### config.mk
export PLATFORM = sky130hd
export DESIGN_NAME = turn_ctrl
export DESIGN_NICKNAME = d
export VERILOG_FILES = /design/src/rtl/project_cfg_pkg.sv /design/src/rtl/click_edge_det.sv /design/src/rtl/turn_ctrl.sv
export SDC_FILE = /design/constraint.sdc
export NUM_CORES = 1
export LEC_CHECK = 0
export ABC_AREA = 1
export CELL_PAD_IN_SITES_DETAIL_PLACEMENT = 0
export CELL_PAD_IN_SITES_GLOBAL_PLACEMENT = 1
export CORE_ASPECT_RATIO = 0.5
export CORE_MARGIN = 3
export CORE_UTILIZATION = 43
export DETAILED_ROUTE_END_ITERATION = 10
export GPL_TIMING_DRIVEN = 0
export PLACE_DENSITY = 0.82
export SLEW_MARGIN = 40
export SYNTH_ARGS = -nofsm -noshare
export SYNTH_HDL_FRONTEND = slang
export SYNTH_HIERARCHICAL = 1
export SYNTH_SLANG_ARGS = --single-unit
### constraint.sdc
create_clock -name clk -period 5.3 [get_ports clk]
set_clock_uncertainty 0.05 [all_clocks]
set_input_delay 1.06 -clock clk [delete_from_list [all_inputs] [get_ports clk]]
set_output_delay 1.06 -clock clk [all_outputs]
set_load 0.01 [all_outputs]
### src/rtl/project_cfg_pkg.sv
// Shared types and helpers for the Warships game-flow sequencer.
// Coordinates are {x[3:0], y[3:0]}; 8'hff means "no cell selected".
package project_cfg_pkg;

   typedef enum logic [2:0] {
      IDLE        = 3'd0,
      PLACE       = 3'd1,
      READY       = 3'd2,
      PLAYER_TURN = 3'd3,
      SHOT_WAIT   = 3'd4,
      ENEMY_TURN  = 3'd5,
      WIN         = 3'd6,
      LOSE        = 3'd7
   } turn_state_t;

   localparam int          GRID_CELLS = 10;
   localparam logic [7:0]  COR_NONE   = 8'hff;

   // Linear cell index y*10 + x; only meaningful for a valid coordinate.
   function automatic logic [6:0] cell_idx(input logic [7:0] cor);
      return 7'(cor[3:0]) * 7'(GRID_CELLS) + 7'(cor[7:4]);
   endfunction

   function automatic logic [4:0] sat_inc5(input logic [4:0] v);
      return (v == 5'h1f) ? v : v + 5'd1;
   endfunction

endpackage

### src/rtl/click_edge_det.sv
// Turns a held coordinate level into a one-cycle click pulse and flags
// whether the coordinate lies on the 10x10 grid.
module click_edge_det
   import project_cfg_pkg::*;
(
   input  logic       clk,
   input  logic       rst,
   input  logic [7:0] i_cor,
   output logic       o_click,
   output logic       o_cor_valid
);

   logic [7:0] r_prev;

   always_ff @(posedge clk or posedge rst) begin
      if (rst) r_prev <= COR_NONE;
      else     r_prev <= i_cor;
   end

   assign o_click     = (i_cor != COR_NONE) && (r_prev == COR_NONE);
   assign o_cor_valid = (i_cor[7:4] <= 4'(GRID_CELLS - 1)) &&
                        (i_cor[3:0] <= 4'(GRID_CELLS - 1));

endmodule

### src/rtl/turn_ctrl.sv
// Warships game-flow sequencer: placement, turn alternation, win/lose,
// with registered request/ack handshakes to the board memory and the link.
module turn_ctrl
   import project_cfg_pkg::*;
#(
   parameter int SHIP_CELLS  = 20,
   parameter int HITS_TO_WIN = 20
) (
   input  logic       clk,
   input  logic       rst,
   input  logic       start_btn,
   input  logic [7:0] player_cor,
   input  logic [7:0] enemy_cor,
   input  logic       first_move,
   output logic       place_req,
   output logic [7:0] place_cor,
   input  logic       place_ack,
   input  logic       place_ok,
   output logic       shot_req,
   output logic [7:0] shot_cor,
   input  logic       shot_ack,
   input  logic       shot_hit,
   input  logic       enemy_shot_valid,
   input  logic       enemy_shot_hit,
   output logic [2:0] state,
   output logic [4:0] placed_cnt,
   output logic [4:0] player_hits,
   output logic [4:0] enemy_hits
);

   turn_state_t r_state, w_state_nxt;
   logic        r_place_req, w_place_req_nxt;
   logic [7:0]  r_place_cor, w_place_cor_nxt;
   logic        r_shot_req, w_shot_req_nxt;
   logic [7:0]  r_shot_cor, w_shot_cor_nxt;
   logic [4:0]  r_placed_cnt, w_placed_cnt_nxt;
   logic [4:0]  r_player_hits, w_player_hits_nxt;
   logic [4:0]  r_enemy_hits, w_enemy_hits_nxt;
   logic [99:0] r_shot_map, w_shot_map_nxt;
   logic        r_start_prev;

   logic        w_start_press;
   logic        w_p_click, w_p_valid;
   logic        w_e_click, w_e_valid;
   logic [6:0]  w_e_idx;

   click_edge_det u_player_edge (
      .clk         (clk),
      .rst         (rst),
      .i_cor       (player_cor),
      .o_click     (w_p_click),
      .o_cor_valid (w_p_valid)
   );

   click_edge_det u_enemy_edge (
      .clk         (clk),
      .rst         (rst),
      .i_cor       (enemy_cor),
      .o_click     (w_e_click),
      .o_cor_valid (w_e_valid)
   );

   assign w_start_press = start_btn && !r_start_prev;
   assign w_e_idx       = cell_idx(enemy_cor);

   always_comb begin
      // NOTE: every next-value gets its hold default first, so no path can infer a latch.
      w_state_nxt       = r_state;
      w_place_req_nxt   = r_place_req;
      w_place_cor_nxt   = r_place_cor;
      w_shot_req_nxt    = r_shot_req;
      w_shot_cor_nxt    = r_shot_cor;
      w_placed_cnt_nxt  = r_placed_cnt;
      w_player_hits_nxt = r_player_hits;
      w_enemy_hits_nxt  = r_enemy_hits;
      w_shot_map_nxt    = r_shot_map;

      case (r_state)
         IDLE: if (w_start_press) w_state_nxt = PLACE;

         PLACE: begin
            // A click is only taken while idle on the bus, so a click in the ack cycle is lost.
            if (r_place_req) begin
               if (place_ack) begin
                  w_place_req_nxt = 1'b0;
                  if (place_ok) begin
                     w_placed_cnt_nxt = sat_inc5(r_placed_cnt);
                     if (w_placed_cnt_nxt == 5'(SHIP_CELLS)) w_state_nxt = READY;
                  end
               end
            end else if (w_p_click && w_p_valid) begin
               w_place_req_nxt = 1'b1;
               w_place_cor_nxt = player_cor;
            end
         end

         READY: if (w_start_press) w_state_nxt = first_move ? PLAYER_TURN : ENEMY_TURN;

         PLAYER_TURN: begin
            if (w_e_click && w_e_valid && !r_shot_map[w_e_idx]) begin
               w_shot_map_nxt[w_e_idx] = 1'b1;
               w_shot_cor_nxt          = enemy_cor;
               w_shot_req_nxt          = 1'b1;
               w_state_nxt             = SHOT_WAIT;
            end
         end

         SHOT_WAIT: begin
            if (r_shot_req && shot_ack) begin
               w_shot_req_nxt = 1'b0;
               if (shot_hit) begin
                  w_player_hits_nxt = sat_inc5(r_player_hits);
                  w_state_nxt = (w_player_hits_nxt == 5'(HITS_TO_WIN)) ? WIN : PLAYER_TURN;
               end else begin
                  w_state_nxt = ENEMY_TURN;
               end
            end
         end

         ENEMY_TURN: begin
            if (enemy_shot_valid) begin
               if (enemy_shot_hit) begin
                  w_enemy_hits_nxt = sat_inc5(r_enemy_hits);
                  if (w_enemy_hits_nxt == 5'(HITS_TO_WIN)) w_state_nxt = LOSE;
               end else begin
                  w_state_nxt = PLAYER_TURN;
               end
            end
         end

         WIN, LOSE: begin
            if (w_start_press) begin
               w_state_nxt       = IDLE;
               w_placed_cnt_nxt  = '0;
               w_player_hits_nxt = '0;
               w_enemy_hits_nxt  = '0;
               w_shot_map_nxt    = '0;
            end
         end

         default: w_state_nxt = IDLE;
      endcase
   end

   always_ff @(posedge clk or posedge rst) begin
      // NOTE: state uses non-blocking updates; shot_map is a plain register and is reset with the rest.
      if (rst) begin
         r_state       <= IDLE;
         r_place_req   <= 1'b0;
         r_place_cor   <= COR_NONE;
         r_shot_req    <= 1'b0;
         r_shot_cor    <= COR_NONE;
         r_placed_cnt  <= '0;
         r_player_hits <= '0;
         r_enemy_hits  <= '0;
         r_shot_map    <= '0;
         r_start_prev  <= 1'b0;
      end else begin
         r_state       <= w_state_nxt;
         r_place_req   <= w_place_req_nxt;
         r_place_cor   <= w_place_cor_nxt;
         r_shot_req    <= w_shot_req_nxt;
         r_shot_cor    <= w_shot_cor_nxt;
         r_placed_cnt  <= w_placed_cnt_nxt;
         r_player_hits <= w_player_hits_nxt;
         r_enemy_hits  <= w_enemy_hits_nxt;
         r_shot_map    <= w_shot_map_nxt;
         r_start_prev  <= start_btn;
      end
   end

   assign state       = r_state;
   assign place_req   = r_place_req;
   assign place_cor   = r_place_cor;
   assign shot_req    = r_shot_req;
   assign shot_cor    = r_shot_cor;
   assign placed_cnt  = r_placed_cnt;
   assign player_hits = r_player_hits;
   assign enemy_hits  = r_enemy_hits;

endmodule

[After elaboration in Yosys (flattened, before gate mapping)]
Cells that the tools add are included.
Storage, ports and cells
  bits in read-only memories: 0
  latch bits: 0
  memory bits (writable): 0
  input bits: 26
  memories kept: 0
  flip-flop bits (word level): 153
Operators by class
  magnitude comparators: 6
  bitwise operators: 2
  reduce and logical (&&, ||, !) cells: 27
  mux-type cells: 43
  eq/ne operators: 30
  div/mod/pow operators: 0
  add/subtract/negate cells: 4
  multiply operators: 1
  shift operators: 0
Operator list (number)
  $mux W100: 2
  $pmux W100 S2: 1
  $or A100 B100 Y100: 1
  $mux W5: 11
  $mux W3: 15
  $eq A5 B5 Y1 const B: 6
  $pmux W5 S2: 3
  $ne A2 B2 Y1 const B: 12
  $pmux W3 S7: 1
  $eq A8 B8 Y1 const B: 2
  $le A4 B4 Y1 const B: 4
  $ne A8 B8 Y1 const B: 2
  $add A5 B1 Y5 const B: 3
  $eq A3 B3 Y1 const B: 4
  $reduce_and A11 Y1: 1
  $logic_and A1 B1 Y1: 10
  $reduce_bool A2 Y1: 5
  $reduce_and A3 Y1: 3
  $lt A7 B8 Y1 const B: 1
  $reduce_and A4 Y1: 2
  $add A7 B4 Y7: 1
  $bmux W1 S7: 1
  $demux W1 S7: 1
  $ge A7 B1 Y1 const B: 1
  other kinds (12): 20

[Longest topological paths before layout]
  word-level depth: 9
  gate-level depth with buffers: 20
  depth with buffers taken out: 18

[By module]
Netlist, hierarchy kept.
Modules (own cells, without submodules)
  turn_ctrl: cells each 1193, instances 1, seq. area each 3448.3 um^2, area an instance 8266.7 um^2
  click_edge_det: cells each 31, instances 2, seq. area each 210.2 um^2, area an instance 301.5 um^2

[Worst setup path before layout]
No wires, ideal clock.
  path kind: input to register
  start: input enemy_cor[1]
  end: register r_shot_map[10]
  arrival: 3.402 ns
  data required time: 5.129 ns
  path slack: 1.726 ns
  stages on the path: 18
  setup time: 0.121 ns
  buffers on the path: 2
  path through: ha_1 > ha_1 > inv_1 > fa_1 > nor2_1 > nand4_1 > nand3_1 > nand2_1 > nand2_1 > inv_1 > nand2_1 > nand2_1 > nor2_4 > nand2_2 > nand2_1 > buf_4 > buf_2 > o21ai_1
Between the ends
  longest elaborated chain between the ends: 9
  elaborated cells on any way between the ends: 21
  those cells by class: 1 x add/sub; 1 x mul; 3 x order compare; 2 x eq/ne; 6 x mux; 1 x bitwise; 7 x reduce/logical
Ends and longest elaborated chain
  from (decl): line turn_ctrl.sv:13  | input logic [7:0] enemy_cor,
  $mul A4 B3 Y6: line project_cfg_pkg.sv:21  | return 7'(cor[3:0]) * 7'(GRID_CELLS) + 7'(cor[7:4]);
  $add A7 B4 Y7: line project_cfg_pkg.sv:21
  $lt A7 B8 Y1 (not written as such) / $ge A7 B1 Y1 (equally long branches): line turn_ctrl.sv:101  | w_shot_map_nxt[w_e_idx] = 1'b1;
  $logic_and A1 B1 Y1 (not written as such): line turn_ctrl.sv:101
  $mux W1 (not written as such): line turn_ctrl.sv:101
  $demux W1 S7: line turn_ctrl.sv:101
  $or A100 B100 Y100 (no source line)
  $mux W100: line turn_ctrl.sv:100  | if (w_e_click && w_e_valid && !r_shot_map[w_e_idx]) begin
  $pmux W100 S2: line turn_ctrl.sv:78  | case (r_state)
  to (signal assigned): line turn_ctrl.sv:167  | r_shot_map <= w_shot_map_nxt;
  to (decl): line turn_ctrl.sv:39  | logic [99:0] r_shot_map, w_shot_map_nxt;
Parallel ways exist; a longest one is shown, timed or not. The select of a mux whose other input is x is not followed.
A chain may end at the register's enable or synchronous reset.

[Worst setup path after layout]
  start: input enemy_cor[0]
  end: register r_shot_map[59]
The elaborated chain is that of the path after synthesis.

==> summary.txt <==
Job
  – Max_cap viols: 0

Setup path
  – WS Path Type: in2reg
  – Startpoint Class: primary input
  – Critical Path Sink Type: flop
  – Arr. time, crit path: 5.17 ns
  – Critical path fanouts, max: 10
  – WP data required: 5.60 ns

Synthesis
  – Post-Syn Area: 8870 um^2
  – Synth Warn #: 6
  – Sequential-to-total area share from yosys stat: 43.6%
  – Asr flop ratio synth: 100%
  – Cells after Synth: 1255
  – Syn Nets: 1293
  – Share of the synthesized area in the top cell type: 34.1%
  – Synth top area cells: dfrtp_1, nand2_1, dfstp_2
  – Syn Area/Cell: 7.07 um^2
  – Post-synth EDFFs: 0
  – Synthesized flop and latch total: 153
  – Most common flop cell mapped by yosys: dfrtp_1
  – Unique cell type count in the Yosys netlist: 33
  – Area leader, netlist: dfrtp_1

Pwr
  – Power share of the sequential group: 36.7%
  – Switching Power: 0.00192 W
  – Maximum VDD drop: 213 uV
  – Comb pwr share: 37.8%
  – PwrDens: 474 nW/um^2
  – Pint: 0.00305 W
  – Clock share of power: 25.4%
  – Leak: 4.83 nW
  – Sw frac: 38.6%

Timing
  – PnR worst setup slack: 0.437 ns
  – Final setup viols: 0
  – TNS Setup: 0 ns
  – Hold Slack: 0.411 ns
  – Max-slew violation count: 0
  – Post-layout minimum cycle time: 4.86 ns
  – Final worst path period share: 91.7%
  – Relative slew slack: 39.8%
  – RSZ-0062 raised after global routing: no
  – Fmax: 206 MHz
  – Hold Violations, Final: 0
  – Worst-Margin Slew: 0.899 ns

Routing
  – DRC violations left: 0
  – Routed Antenna Nets: 0
  – WL per Instance: 17.4 um
  – First-pass DRT Iterations: 5
  – Overall routed net length: 28100 um
  – Vias per cell: 5.31
  – 1st-iter DRT viols: 743
  – Vias: 8575

Placed design
  – GP Congestion: 0.956
  – DP HPWL: 18900 um
  – Placed instance count: 1584
  – Place WS: 0.151 ns
  – PortBufs: 61

Clock tree
  – CTS sink count: 153
  – Clock Path Buffers: 2
  – Root buf cell: clkbuf_16
  – Number of CTS-inserted buffers: 17
  – Post-CTS Setup Bufs: 0
  – CTS tree: built
  – Post-CTS sizing: 0
  – Clock Latency Late Sink: 0.44 ns
  – Hold buffer count at cts: 0
  – Reg clk slew, reported paths: 0.07 ns
  – CTS H-tree depth: 4

GRT
  – Initial antenna violation count: 0
  – Global-route wire length before repair: 44600 um
  – Total congestion overflow: 0
  – Vias in the first global route: 8009
  – Largest net degree at the start of global routing: 56
  – Gr usage total: 25.8%

Cells and area
  – Share of cells above drive strength 1: 9.11%
  – Most frequent cells in the layout: nand2_1, inv_1, dfrtp_1
  – Most common cell after layout, fill and taps aside: nand2_1
  – Ant. Diodes: 0
  – Cell Count, Final, Fillers Out: 1616
  – # nets final: 1375
  – Synthesis-to-finish area growth: 18.1%
  – Fillcell total: 1976

Run status
  – Outcome: completed

Floorplanning
  – Floorplan core area: 19900 um^2
  – Initial cell density of the core: 44.7%
  – Boundary pin count: 62
  – Die area: 22500 um^2
  – Die H: 108 um
  – Site Rows: 36
  – Die X-Extent: 209 um

Hold path
  – Hold Crit Class: reg2reg
## synthesized netlist by cell type (5+ instances only)
cell type	instances
dfstp_2	32
nand4_1	14
nand3_1	75
nand2_1	428
inv_1	161
buf_4	11
ha_1	10
mux2_2	8
buf_2	12
inv_2	5
nor2_1	78
a21oi_1	103
o22ai_1	9
buf_6	12
dfrtp_1	121
o21ai_0	29
xor2_1	5
clkbuf_1	20
o21ai_1	100
## final timing paths
kind                       cells after the start      startpoint             end  slack [ns]
min in group asynchronous                      2             rst  r_shot_map[73]        1.02
min reg2reg                                    2     shot_cor[6]     shot_cor[6]        0.41
min                                            2     shot_cor[6]     shot_cor[6]        0.41
max                                           19    enemy_cor[0]  r_shot_map[59]        0.44
max reg2reg                                   16  r_shot_map[44]  r_shot_map[88]        2.69
max in group asynchronous                      3             rst     shot_cor[4]        3.56
## worst max-delay path, stage by stage
cell             delay, ns
clkdlybuf4s50_1       0.56
ha_1                  0.32
fa_1                  0.67
nand2_1               0.12
nor2_1                0.69
nand2_1               0.14
nand2_1               0.13
nor2_1                0.05
nand2_1               0.08
nand3_1               0.09
nand2_1               0.08
nand2_1               0.04
nand2_1               0.22
nor2_4                0.10
nand2_2               0.09
nand2_1               0.11
buf_4                 0.23
buf_2                 0.20
o21ai_1               0.18
## cells by family after synthesis
kind of cell / count (synthesis) / share of synthesized area, %
XOR/XNOR: 8 / 0.875
adder cells (fa/ha/maj): 12 / 1.86
flip-flops: 153 / 43.6
buffers and inverters: 222 / 11.0
AO/OA/AOI/OAI: 245 / 14.1
AND/OR/NAND/NOR: 607 / 27.5
multiplexers: 8 / 1.02
## flip-flops by register name (all words and copies together) (netlist names), 3 cells and up
signal / cells
enemy_hits: 5
place_cor: 8
state: 3
r_shot_map: 100
u_enemy_edge/r_prev: 8
player_hits: 5
placed_cnt: 5
u_player_edge/r_prev: 8
shot_cor: 8
## power groups by stage
stage / sequential [W] / combinational (W) / clock [W]
after floorplan: 0.00181 / 0.00131 / 0
after global placement: 0.00183 / 0.00180 / 0
after detailed placement: 0.00184 / 0.00185 / 0
after CTS: 0.00182 / 0.00186 / 0.00128
after global routing: 0.00187 / 0.00214 / 0.00133
final: 0.00182 / 0.00188 / 0.00126
## area by class of cell
cell class / instances / area [um^2] / share of cell area [%]
repair buffers: 63 / 666 / 6.35
inverters: 166 / 631 / 6.02
multi-input cells: 880 / 4020 / 38.4
flip-flops and latches: 153 / 3870 / 36.9
clock inverters: 13 / 125 / 1.19
well taps: 266 / 333 / 3.18
clock buffers: 19 / 475 / 4.54
plain buffers: 56 / 357 / 3.40
## metal layers
metal,vias up,GRT usage (%),share of wire [%]
met2,306,38.9,42
met3,54,4.95,7.8
met4,0,9.31,2.7
met1,4065,37.1,47
met5,-,0,0
li1,4150,-,-
## through the flow
| step | area, um^2 | total power [W] | util (%) |
|---|---|---|---|
| finish | 10500 | 0.00496 | 52.7 |
| global route | 10500 | 0.00534 | 52.7 |
| CTS | 10500 | 0.00496 | 52.7 |
| detailed placement | 9880 | 0.00369 | 49.7 |
| global placement | 9810 | 0.00363 | 49.4 |
| floorplan | 8870 | 0.00313 | - |
No activity file was read; power rests on OpenSTA's default activity.
